<file path="src/rtl/mux_4to1_rr_sched.sv">
// Round-robin scheduler for a shared 4:1 mux feeding a registered
// valid/ready output stream with a source-lane tag on each beat.
//
// Ports:
//   clk, rst           rising-edge clock, synchronous active-high reset
//   req_valid/last     per-lane beat present / beat ends packet
//   req_ready          one-hot accept strobe toward the granted lane
//   sel, mux_dout      select driven to the mux, mux data coming back
//   out_valid/ready    output handshake
//   out_data/last/src  registered beat, last flag and source lane
//   busy               a grant is active or the output register is full
module mux_4to1_rr_sched #(
   parameter int DW        = 128,
   parameter int MAX_BURST = 16,
   parameter int CW        = 5
) (
   input  logic          clk,
   input  logic          rst,
   input  logic [3:0]    req_valid,
   input  logic [3:0]    req_last,
   output logic [3:0]    req_ready,
   output logic [1:0]    sel,
   input  logic [DW-1:0] mux_dout,
   output logic          out_valid,
   input  logic          out_ready,
   output logic [DW-1:0] out_data,
   output logic          out_last,
   output logic [1:0]    out_src,
   output logic          busy
);

   localparam logic [0:0] IDLE  = 1'b0;
   localparam logic [0:0] GRANT = 1'b1;

   logic [0:0]    state_q, state_d;
   logic [1:0]    ptr_q, ptr_d;
   logic [1:0]    sel_q, sel_d;
   logic [CW-1:0] cnt_q, cnt_d;
   logic          ov_q, ov_d;
   logic [DW-1:0] od_q, od_d;
   logic          ol_q, ol_d;
   logic [1:0]    os_q, os_d;

   logic [1:0]    pick;
   logic [CW-1:0] cnt_inc;
   logic          grant_rdy;
   logic          accept;
   logic          burst_end;

   // Walk from the farthest offset down to the nearest so the lane
   // closest to ptr (in rotation order) wins.
   always_comb begin
      pick = ptr_q;
      for (int k = 3; k >= 0; k--) begin
         if (req_valid[ptr_q + 2'(k)]) begin
            pick = ptr_q + 2'(k);
         end
      end
   end

   assign cnt_inc   = cnt_q + 1'b1;
   assign burst_end = (cnt_inc == CW'(MAX_BURST));
   assign grant_rdy = (state_q == GRANT) && (!ov_q || out_ready);
   assign accept    = grant_rdy && req_valid[sel_q];
   assign req_ready = grant_rdy ? (4'b0001 << sel_q) : 4'b0000;

   always_comb begin
      state_d = state_q;
      ptr_d   = ptr_q;
      sel_d   = sel_q;
      cnt_d   = cnt_q;
      ov_d    = ov_q;
      od_d    = od_q;
      ol_d    = ol_q;
      os_d    = os_q;
      // Drained beat; an accept below refills in the same cycle.
      if (ov_q && out_ready) begin
         ov_d = 1'b0;
      end
      case (state_q)
         IDLE: begin
            if (|req_valid) begin
               sel_d   = pick;
               cnt_d   = '0;
               state_d = GRANT;
            end
         end
         GRANT: begin
            if (accept) begin
               od_d  = mux_dout;
               ol_d  = req_last[sel_q];
               os_d  = sel_q;
               ov_d  = 1'b1;
               cnt_d = cnt_inc;
               // Burst cap rotates without forcing out_last; the
               // packet continues at a later grant of this lane.
               if (req_last[sel_q] || burst_end) begin
                  ptr_d   = sel_q + 2'd1;
                  state_d = IDLE;
               end
            end
         end
         default: state_d = IDLE;
      endcase
   end

   always_ff @(posedge clk) begin
      if (rst) begin
         state_q <= IDLE;
         ptr_q   <= '0;
         sel_q   <= '0;
         cnt_q   <= '0;
         ov_q    <= 1'b0;
         od_q    <= '0;
         ol_q    <= 1'b0;
         os_q    <= '0;
      end else begin
         state_q <= state_d;
         ptr_q   <= ptr_d;
         sel_q   <= sel_d;
         cnt_q   <= cnt_d;
         ov_q    <= ov_d;
         od_q    <= od_d;
         ol_q    <= ol_d;
         os_q    <= os_d;
      end
   end

   assign sel       = sel_q;
   assign out_valid = ov_q;
   assign out_data  = od_q;
   assign out_last  = ol_q;
   assign out_src   = os_q;
   assign busy      = (state_q == GRANT) || ov_q;

endmodule

</file>
<file path="config.mk">
export PLATFORM = sky130hd
export DESIGN_NAME = mux_4to1_rr_sched
export DESIGN_NICKNAME = d
export VERILOG_FILES = /design/src/rtl/mux_4to1_rr_sched.sv
export SDC_FILE = /design/constraint.sdc
export NUM_CORES = 1
export LEC_CHECK = 0
export ABC_CLOCK_PERIOD_IN_PS = 2000
export CAP_MARGIN = 20
export CORE_AREA = 2 2 108 110
export CTS_CLUSTER_DIAMETER = 60
export DETAILED_ROUTE_END_ITERATION = 12
export DIE_AREA = 0 0 110 112
export DONT_BUFFER_PORTS = 1
export SYNTH_ARGS = -nofsm -noshare
export SYNTH_HDL_FRONTEND = slang
export SYNTH_SLANG_ARGS = --single-unit
</file>
<file path="constraint.sdc">
create_clock -name clk -period 2 [get_ports clk]
set_input_delay 0.1 -clock clk [delete_from_list [all_inputs] [get_ports clk]]
set_output_delay 0.1 -clock clk [all_outputs]
set_load 0.01 [all_outputs]
</file>
==> results of run 1 <==
[cells by family (layout without fill, tap and decap cells)]
family,Yosys count,in the layout,synth area share
AND/OR/NAND/NOR,304,304,0.233
AO/OA/AOI/OAI,151,151,0.147
flip-flops,142,142,0.544
buffers and inverters,50,49,0.0515
adder cells (fa/ha/maj),5,5,0.0120
multiplexers,4,4,0.0127
other,0,1,0
[registers in the layout (all words and copies together) (netlist names)]
signal     count
cnt_q          5
out_data     128
out_last       1
out_src        2
out_valid      1
ptr_q          2
sel            2
state_q        1
[worst max-delay path, delay by kind of cell (launching register included)]
family                   cells  cell delay (ns)
buffers and inverters        3             0.86
adder cells (fa/ha/maj)      1             0.30
AND/OR/NAND/NOR              1             0.06
multiplexers                 1             0.16
flip-flops                   1             0.35
[per-stage QoR]
stage | instance area [um^2] | setup WS (ns) | hold slack [ns] | total power [uW] | instances
2_1_floorplan | 5220 | 0.0825 | 0.236 | 4200 | 656
3_3_place_gp | 5260 | 0.266 | 0.178 | 4340 | 759
3_5_place_dp | 5260 | 0.244 | 0.179 | 4390 | 759
4_1_cts | 5950 | 0.169 | -0.268 | 7690 | 798
5_1_grt | 5950 | 0.109 | -0.254 | 7950 | 799
6_report | 5950 | 0.193 | -0.235 | 7590 | 799
[final cells by class]
| class | count | area, um^2 |
|---|---|---|
| diodes | 1 | 2.50 |
| clock buffers | 17 | 425 |
| clock inverters | 15 | 196 |
| fillers | 1080 | 5220 |
| inverters | 3 | 11.3 |
| multi-input cells | 464 | 2120 |
| flip-flops and latches | 142 | 2840 |
| well taps | 143 | 179 |
| repair buffers | 14 | 173 |
[routing by layer]
metal,track usage,share of wire,vias up
li1,-,-,2106
met2,0.351,0.51,186
met1,0.193,0.36,1897
met4,0.0911,0.019,0
met3,0.104,0.12,21
met5,0,0,-
[placed cells by master, fill, tap and decap left out]
cell type                         n
sky130_fd_sc_hd__a21o_1           1
sky130_fd_sc_hd__a21oi_1        142
sky130_fd_sc_hd__a221oi_1         1
sky130_fd_sc_hd__a31oi_1          2
sky130_fd_sc_hd__and2_1           3
sky130_fd_sc_hd__and3_1           4
sky130_fd_sc_hd__and3_4           1
sky130_fd_sc_hd__buf_12           4
sky130_fd_sc_hd__buf_4            3
sky130_fd_sc_hd__bufinv_16        4
sky130_fd_sc_hd__clkbuf_16       17
sky130_fd_sc_hd__clkinv_2         4
sky130_fd_sc_hd__clkinv_4         3
sky130_fd_sc_hd__clkinvlp_4       4
sky130_fd_sc_hd__dfxtp_1        142
sky130_fd_sc_hd__diode_2          1
sky130_fd_sc_hd__dlygate4sd3_1    7
sky130_fd_sc_hd__ha_1             5
sky130_fd_sc_hd__inv_1            3
sky130_fd_sc_hd__mux2_2           1
sky130_fd_sc_hd__mux2i_1          1
sky130_fd_sc_hd__mux4_2           2
sky130_fd_sc_hd__nand2_1        266
sky130_fd_sc_hd__nand2b_1         7
sky130_fd_sc_hd__nand3_1          4
sky130_fd_sc_hd__nand3_4          1
sky130_fd_sc_hd__nand3b_1         1
sky130_fd_sc_hd__nand4b_1         1
sky130_fd_sc_hd__nor2_1           9
sky130_fd_sc_hd__nor2b_1          3
sky130_fd_sc_hd__nor3_1           1
sky130_fd_sc_hd__o21ai_0          4
sky130_fd_sc_hd__o22ai_1          1
sky130_fd_sc_hd__or2_2            1
sky130_fd_sc_hd__or3_1            2
[synth_stat cells, drive strengths merged]
library cell / number / area (um^2)
a221oi: 1 / 8.76
o22ai: 1 / 6.26
and2: 3 / 18.8
nand2b: 7 / 43.8
nand2: 266 / 998
or3: 2 / 12.5
nor2b: 3 / 18.8
mux2: 1 / 11.3
nand3b: 1 / 7.51
buf: 30 / 194
mux2i: 1 / 10.0
nor2: 9 / 33.8
a21o: 1 / 7.51
clkbuf: 17 / 63.8
and3: 5 / 31.3
inv: 3 / 11.3
a31oi: 2 / 12.5
ha: 5 / 62.6
nand4b: 1 / 8.76
nor3: 1 / 5.00
o21ai: 4 / 20.0
or2: 1 / 6.26
mux4: 2 / 45.0
a21oi: 142 / 711
dfxtp: 142 / 2840
nand3: 5 / 30.0
[power breakdown]
part	leakage (uW)	internal, uW	total [uW]	switching (uW)
combinational	0.000692	327	880	553
sequential	0.00116	3110	3450	338
clock	0.000295	2080	3250	1170
total	0.00214	5520	7590	2070
[worst max path at each step]
stage / end / slack [ns] / depth (start not counted)
6_report: ptr_q[1] / 0.19 / 6
5_1_grt: ptr_q[1] / 0.11 / 6
4_1_cts: ptr_q[1] / 0.17 / 6
3_5_place_dp: cnt_q[4] / 0.24 / 6
3_3_place_gp: cnt_q[2] / 0.27 / 6
2_1_floorplan: out_data[54] / 0.08 / 7
==> summary by stage, run 1 <==
Logic synthesis
The synthesized design contains 142 register bits. After synthesis the cells add up to 5220 um^2. The post-synthesis cell type count is 30. The proportion of synthesized chip area in sequential cells is 0.544. Averaged over all synthesized cells, the footprint is 7.96 um^2.

Counting every net in the synthesized netlist gives 800. The count of mapped cells out of synthesis is 656. For this run, the number of Yosys warnings is 0.

Global route
The largest net degree at the start of global routing is 146. The global-route total usage across every layer is 0.201. The wire length of the first global-routing pass is 19000 um. Global routing finished with a remaining overflow of 0. The number of global-route vias before repair is 3900.

The number of antenna violations at the first check in global routing was 1.

Setup path
The data arrival time of the worst path is 2.14 ns. The capture instance of the worst register-to-register path is ptr_q[1]. The critical path goes through buf_4, inv_1, ha_1, nand2b_1, dlygate4sd3_1, mux2i_1. The largest fanout on the critical path is 8. The category of the critical setup timing path is flop to flop.

The worst flop-to-flop path startpoint is sel[0]. The worst register-to-register path has a setup slack of 0.19 ns. The critical path required time is 2.33 ns. For this run, the slowest stage of the critical path takes 0.56 ns. The worst setup path is launched from a flop. The worst setup path is captured at a flop.

In this run the worst setup path begins at sel[0]. The slowest stage of the critical path is the sky130_fd_sc_hd__dlygate4sd3_1 cell. The worst-case reg-to-reg path depth is 6.

CTS
The clock input transition at the sequential cells of the worst setup and hold paths is 0.06 ns. The clock root buffer is sky130_fd_sc_hd__clkbuf_16. The number of hold buffers added after CTS was 7. After clock tree synthesis, the setup repair step added 0 buffers. The clock latency on the worst-skew pair is 0.41 ns. TritonCTS built the clock tree.

The count of cells resized by post-cts repair is 0. The clock drives 142 sinks. The number of buffers inserted during clock tree synthesis is 17. The H-tree generated during clock tree synthesis spans 4 levels.

The maximum clock insertion buffer count is 2.

Floorplanning
Pin placement for this block handled 278 I/O pins. The die covers 12300 um^2. The total area inside the core boundary comes to 11200 um^2. The chip height is 112 um. The die extent in x is 110 um.

For this configuration, the core starts out at a cell density of 0.467. In this run the core area contains 39 standard-cell rows.

Run status
The run finished, with violations left. The final reports fail on negative hold slack.

STA
The clock skew after layout is 0.00635 ns. Setup repair after global routing left no endpoint under its margin. Setup violations remaining at the end of the flow were counted as 0.

The peak clock frequency supported by timing is 0.553 GHz. The final count of hold timing violations is 137. For the finished layout, the period the worst path requires is 1.81 ns. Final hold analysis gives a worst-case slack of -0.235 ns.

The relative slew slack is 0.693. The share of the clock period used by the worst path is 0.904. At the pin with the least slew margin, the transition time is 0.460 ns. The number of pins exceeding their max-slew limit in the final report came to 0. After routing, the total negative slack on setup checks comes to 0 ns.

Routing
The total detailed-routing wirelength is 12900 um. After the first detailed-routing iteration, the DRC count stood at 319. After detailed routing, the number of vias per cell comes to 5.27. The residual antenna-violating net count after detailed routing is 0. The detailed-routing iteration count for the pre-antenna-repair pass is 6. Across all layers, the routed design uses 4210 vias.

In the final routed layout, each cell accounts on average for 16.1 um. For this run, design rule violations remaining after detail routing come to 0.

Finish
The final net count is 786. Once layout is complete, the utilization of the core stands at 0.533. The growth of design area from synthesis to finish is 14.0%.

The share of post-route cells with drive strength above 1 is 0.0687.

Placed design
Port buffering added 0 buffers. The post-detailed-placement half-perimeter wirelength is 8800 um. The routability congestion estimate is 0.774.

Hold path
The min-delay analysis places its worst path in the category primary input to flop. For hold timing, the worst endpoint is out_data[64]. The instance count along the most critical hold path is 1. The critical hold path startpoint is rst.

Power and ir drop
Summed over all cells, the static leakage comes to 0.00214 uW. For this design the ratio of total power to cell area is 1270 nW/um^2. IR analysis of the VDD net gives a maximum drop of 0.641 mV.

Job
The number of maximum-capacitance constraint violations is 0.
Note: power is estimated with default switching activity, not from simulation.
==> run 2: changes to the inputs <==
==> constraint.sdc (replaced) <==
create_clock -name clk -period 2 [get_ports clk]
set_input_delay 0.2 -clock clk [delete_from_list [all_inputs] [get_ports clk]]
set_output_delay 0.2 -clock clk [all_outputs]
set_load 0.01 [all_outputs]
==> summary by stage, run 2 (synthesis gave the netlist of run 1 again) <==
STA
The number of pins exceeding their max-slew limit in the final report was 0 (unchanged). Setup repair after global routing missed its margin: false (unchanged). The transition time at the pin with the least slew margin is 0.455 ns (was 0.460 ns). The worst hold margin came to -0.135 ns (was -0.235 ns). The final count of hold timing violations was 137 (unchanged). The relative slew slack is 0.697 (was 0.693). The share of the clock period used by the worst path came to 0.889 (was 0.904). The setup total negative slack is 0 ns (unchanged).

The peak clock frequency supported by timing came to 0.562 GHz (was 0.553 GHz). The clock skew after layout is 0.00663 ns (was 0.00635 ns). The total of endpoints with negative setup slack in the final report was 0 (unchanged). The final critical delay including setup and external delays is 1.78 ns (was 1.81 ns).

Routing
The residual antenna-violating net count after detailed routing is 0 (unchanged). The count of vias placed by the detailed router was 4244 (was 4210). The starting DRC count in detailed routing came to 275 (was 319). The detailed-routing iteration count for the pre-antenna-repair pass is 4 (was 6).

The total detailed-routing wirelength was 13000 um (was 12900 um). The via count normalized by instance count is 5.24 (was 5.27). The final routed wire length divided by cell count came to 16.0 um (was 16.1 um). The total DRC errors in the routed layout is 0 (unchanged).

Job
The number of maximum-capacitance constraint violations is 0 (unchanged).

Floorplanning
The full die area was 12300 um^2 (unchanged). The die extent in x came to 110 um (unchanged). The count of boundary I/O pins is 278 (unchanged). The placement row count came to 39 (unchanged). The chip height is 112 um (unchanged). The initial core utilization is 0.467 (unchanged). The core area came to 11200 um^2 (unchanged).

Finish
The multi-input combinational cell area is 2120 um^2 (unchanged). The share of post-route cells with drive strength above 1 is 0.0676 (was 0.0687). The combined flip-flop and latch cell area came to 2840 um^2 (unchanged).

The most common library cell in the layout ignoring fill and taps is sky130_fd_sc_hd__nand2_1 (unchanged). The growth of design area from synthesis to finish is 16.1% (was 14.0%). Commonest cells after routing, fill and taps aside: 266 x sky130_fd_sc_hd__nand2_1, 142 x sky130_fd_sc_hd__a21oi_1, 142 x sky130_fd_sc_hd__dfxtp_1, 18 x sky130_fd_sc_hd__dlygate4sd3_1, 17 x sky130_fd_sc_hd__clkbuf_16 (was 266 x sky130_fd_sc_hd__nand2_1, 142 x sky130_fd_sc_hd__a21oi_1, 142 x sky130_fd_sc_hd__dfxtp_1, 17 x sky130_fd_sc_hd__clkbuf_16, 9 x sky130_fd_sc_hd__nor2_1).

The number of non-filler instances in the completed layout is 810 (was 799). The filler cell count in the final layout came to 1067 (was 1080). The final net count is 797 (was 786). The share of the core filled with cells is 0.542 (was 0.533).

The number of flip-flops in the largest register is 128 (unchanged).

Setup path
The largest fanout on the critical path is 11 (was 8). The sort of element at the start of the critical path was a flop (unchanged). The reg-to-reg setup timing slack is 0.22 ns (was 0.19 ns). The critical path required time came to 2.35 ns (was 2.33 ns). The category of the critical setup timing path is flop to flop (unchanged). The element type at the critical path end is a flop (unchanged). The data arrival time of the worst path is 2.13 ns (was 2.14 ns).

CTS
The clock input transition at the sequential cells of the worst setup and hold paths is 0.06 ns (about the same). The clock latency on the worst-skew pair came to 0.41 ns (about the same). The maximum clock insertion buffer count is 2 (unchanged). The H-tree depth was 4 (unchanged).

The number of buffers inserted during clock tree synthesis is 17 (unchanged). The post-CTS setup-driven buffer insertion count is 0 (unchanged). The clock root buffer is sky130_fd_sc_hd__clkbuf_16 (unchanged). The TritonCTS clock tree was done (unchanged).

The number of clock sinks seen by CTS was 142 (unchanged).

Global route
The global-route track usage on met1 is 0.193 (unchanged). The number of antenna violations at the first check in global routing came to 1 (unchanged). The fraction of met3 tracks used by global routing is 0.104 (unchanged).

The total grt overflow is 0 (unchanged). The number of global-route vias before repair is 3891 (was 3900). The met2 global-route usage came to 0.348 (was 0.351). The wire length of the first global-routing pass was 18900 um (was 19000 um). The most used routing layer in global routing is met2 (unchanged). The global-route total usage across every layer is 0.200 (was 0.201).

The largest net degree at the start of global routing came to 146 (unchanged).

Placed design
The routability congestion estimate is 0.774 (unchanged). The post-detailed-placement half-perimeter wirelength was 8800 um (unchanged). The number of buffers inserted by port buffering is 0 (unchanged).

The number of placed instances, taps included is 759 (unchanged).

Power and ir drop
The power density over the cells is 1250 nW/um^2 (was 1270 nW/um^2). The overall power after layout is 7600 uW (was 7590 uW). The worst IR drop on VDD is 0.641 mV (about the same). The leakage component of the power is 0.00219 uW (was 0.00214 uW).

Run status
Status: finished, violations left (unchanged). Failing checks: negative hold slack (unchanged).

Hold path
The worst hold-check path type is primary input to flop (unchanged).
## run 2: cell types whose count changed in the layout (fill, tap and decap cells not counted), sizes merged
cell         previous run  this run
dlygate4sd3             7        18
## run 2: path summary, 6_finish.rpt
check                                  start            to  cells after the start
worst max-delay path                 state_q        sel[1]                      4
worst min-delay path                     rst  out_data[64]                      1
worst max register to register       state_q        sel[1]                      4
worst min register to register  out_data[64]  out_data[64]                      2
## run 2: cell type report
class                           instances  area share
Antenna cell                            1    0.000413
Clock buffer                           17      0.0702
Clock inverter                         15      0.0324
Inverter                                3     0.00186
Multi-Input combinational cell        464       0.350
Sequential cell                       142       0.469
Tap cell                              143      0.0295
Timing Repair Buffer                   25      0.0466
## run 2: where the power goes
part	leakage, uW	internal [uW]	total, uW	switching [uW]
clock network	0.000295	2080	3260	1180
registers	0.00116	3110	3450	338
logic	0.000737	338	895	557
## run 2: layer usage
metal / up-vias / part of all wire
met2: 185 / 0.51
met3: 23 / 0.12
li1: 2126 / -
met4: 0 / 0.019
met5: - / 0
met1: 1910 / 0.36
## run 2: timing repair
action,in CTS,in global routing
endpoints found under the hold margin,141,137
resized for setup,0,0
hold buffers,4,14
## run 2: metrics by stage
step | setup WS [ns] | area, um^2
after detailed placement | 0.244 | 5260
after global routing | 0.145 | 6060
after global placement | 0.266 | 5260
final | 0.221 | 6060
after floorplan | 0.0825 | 5220
after CTS | 0.227 | 5920
## run 2: critical path: stages (launching register included)
cell                            delay, ns
sky130_fd_sc_hd__dfxtp_1             0.58
sky130_fd_sc_hd__a21o_1              0.26
sky130_fd_sc_hd__a21oi_1             0.07
sky130_fd_sc_hd__a221oi_1            0.25
sky130_fd_sc_hd__dlygate4sd3_1       0.57
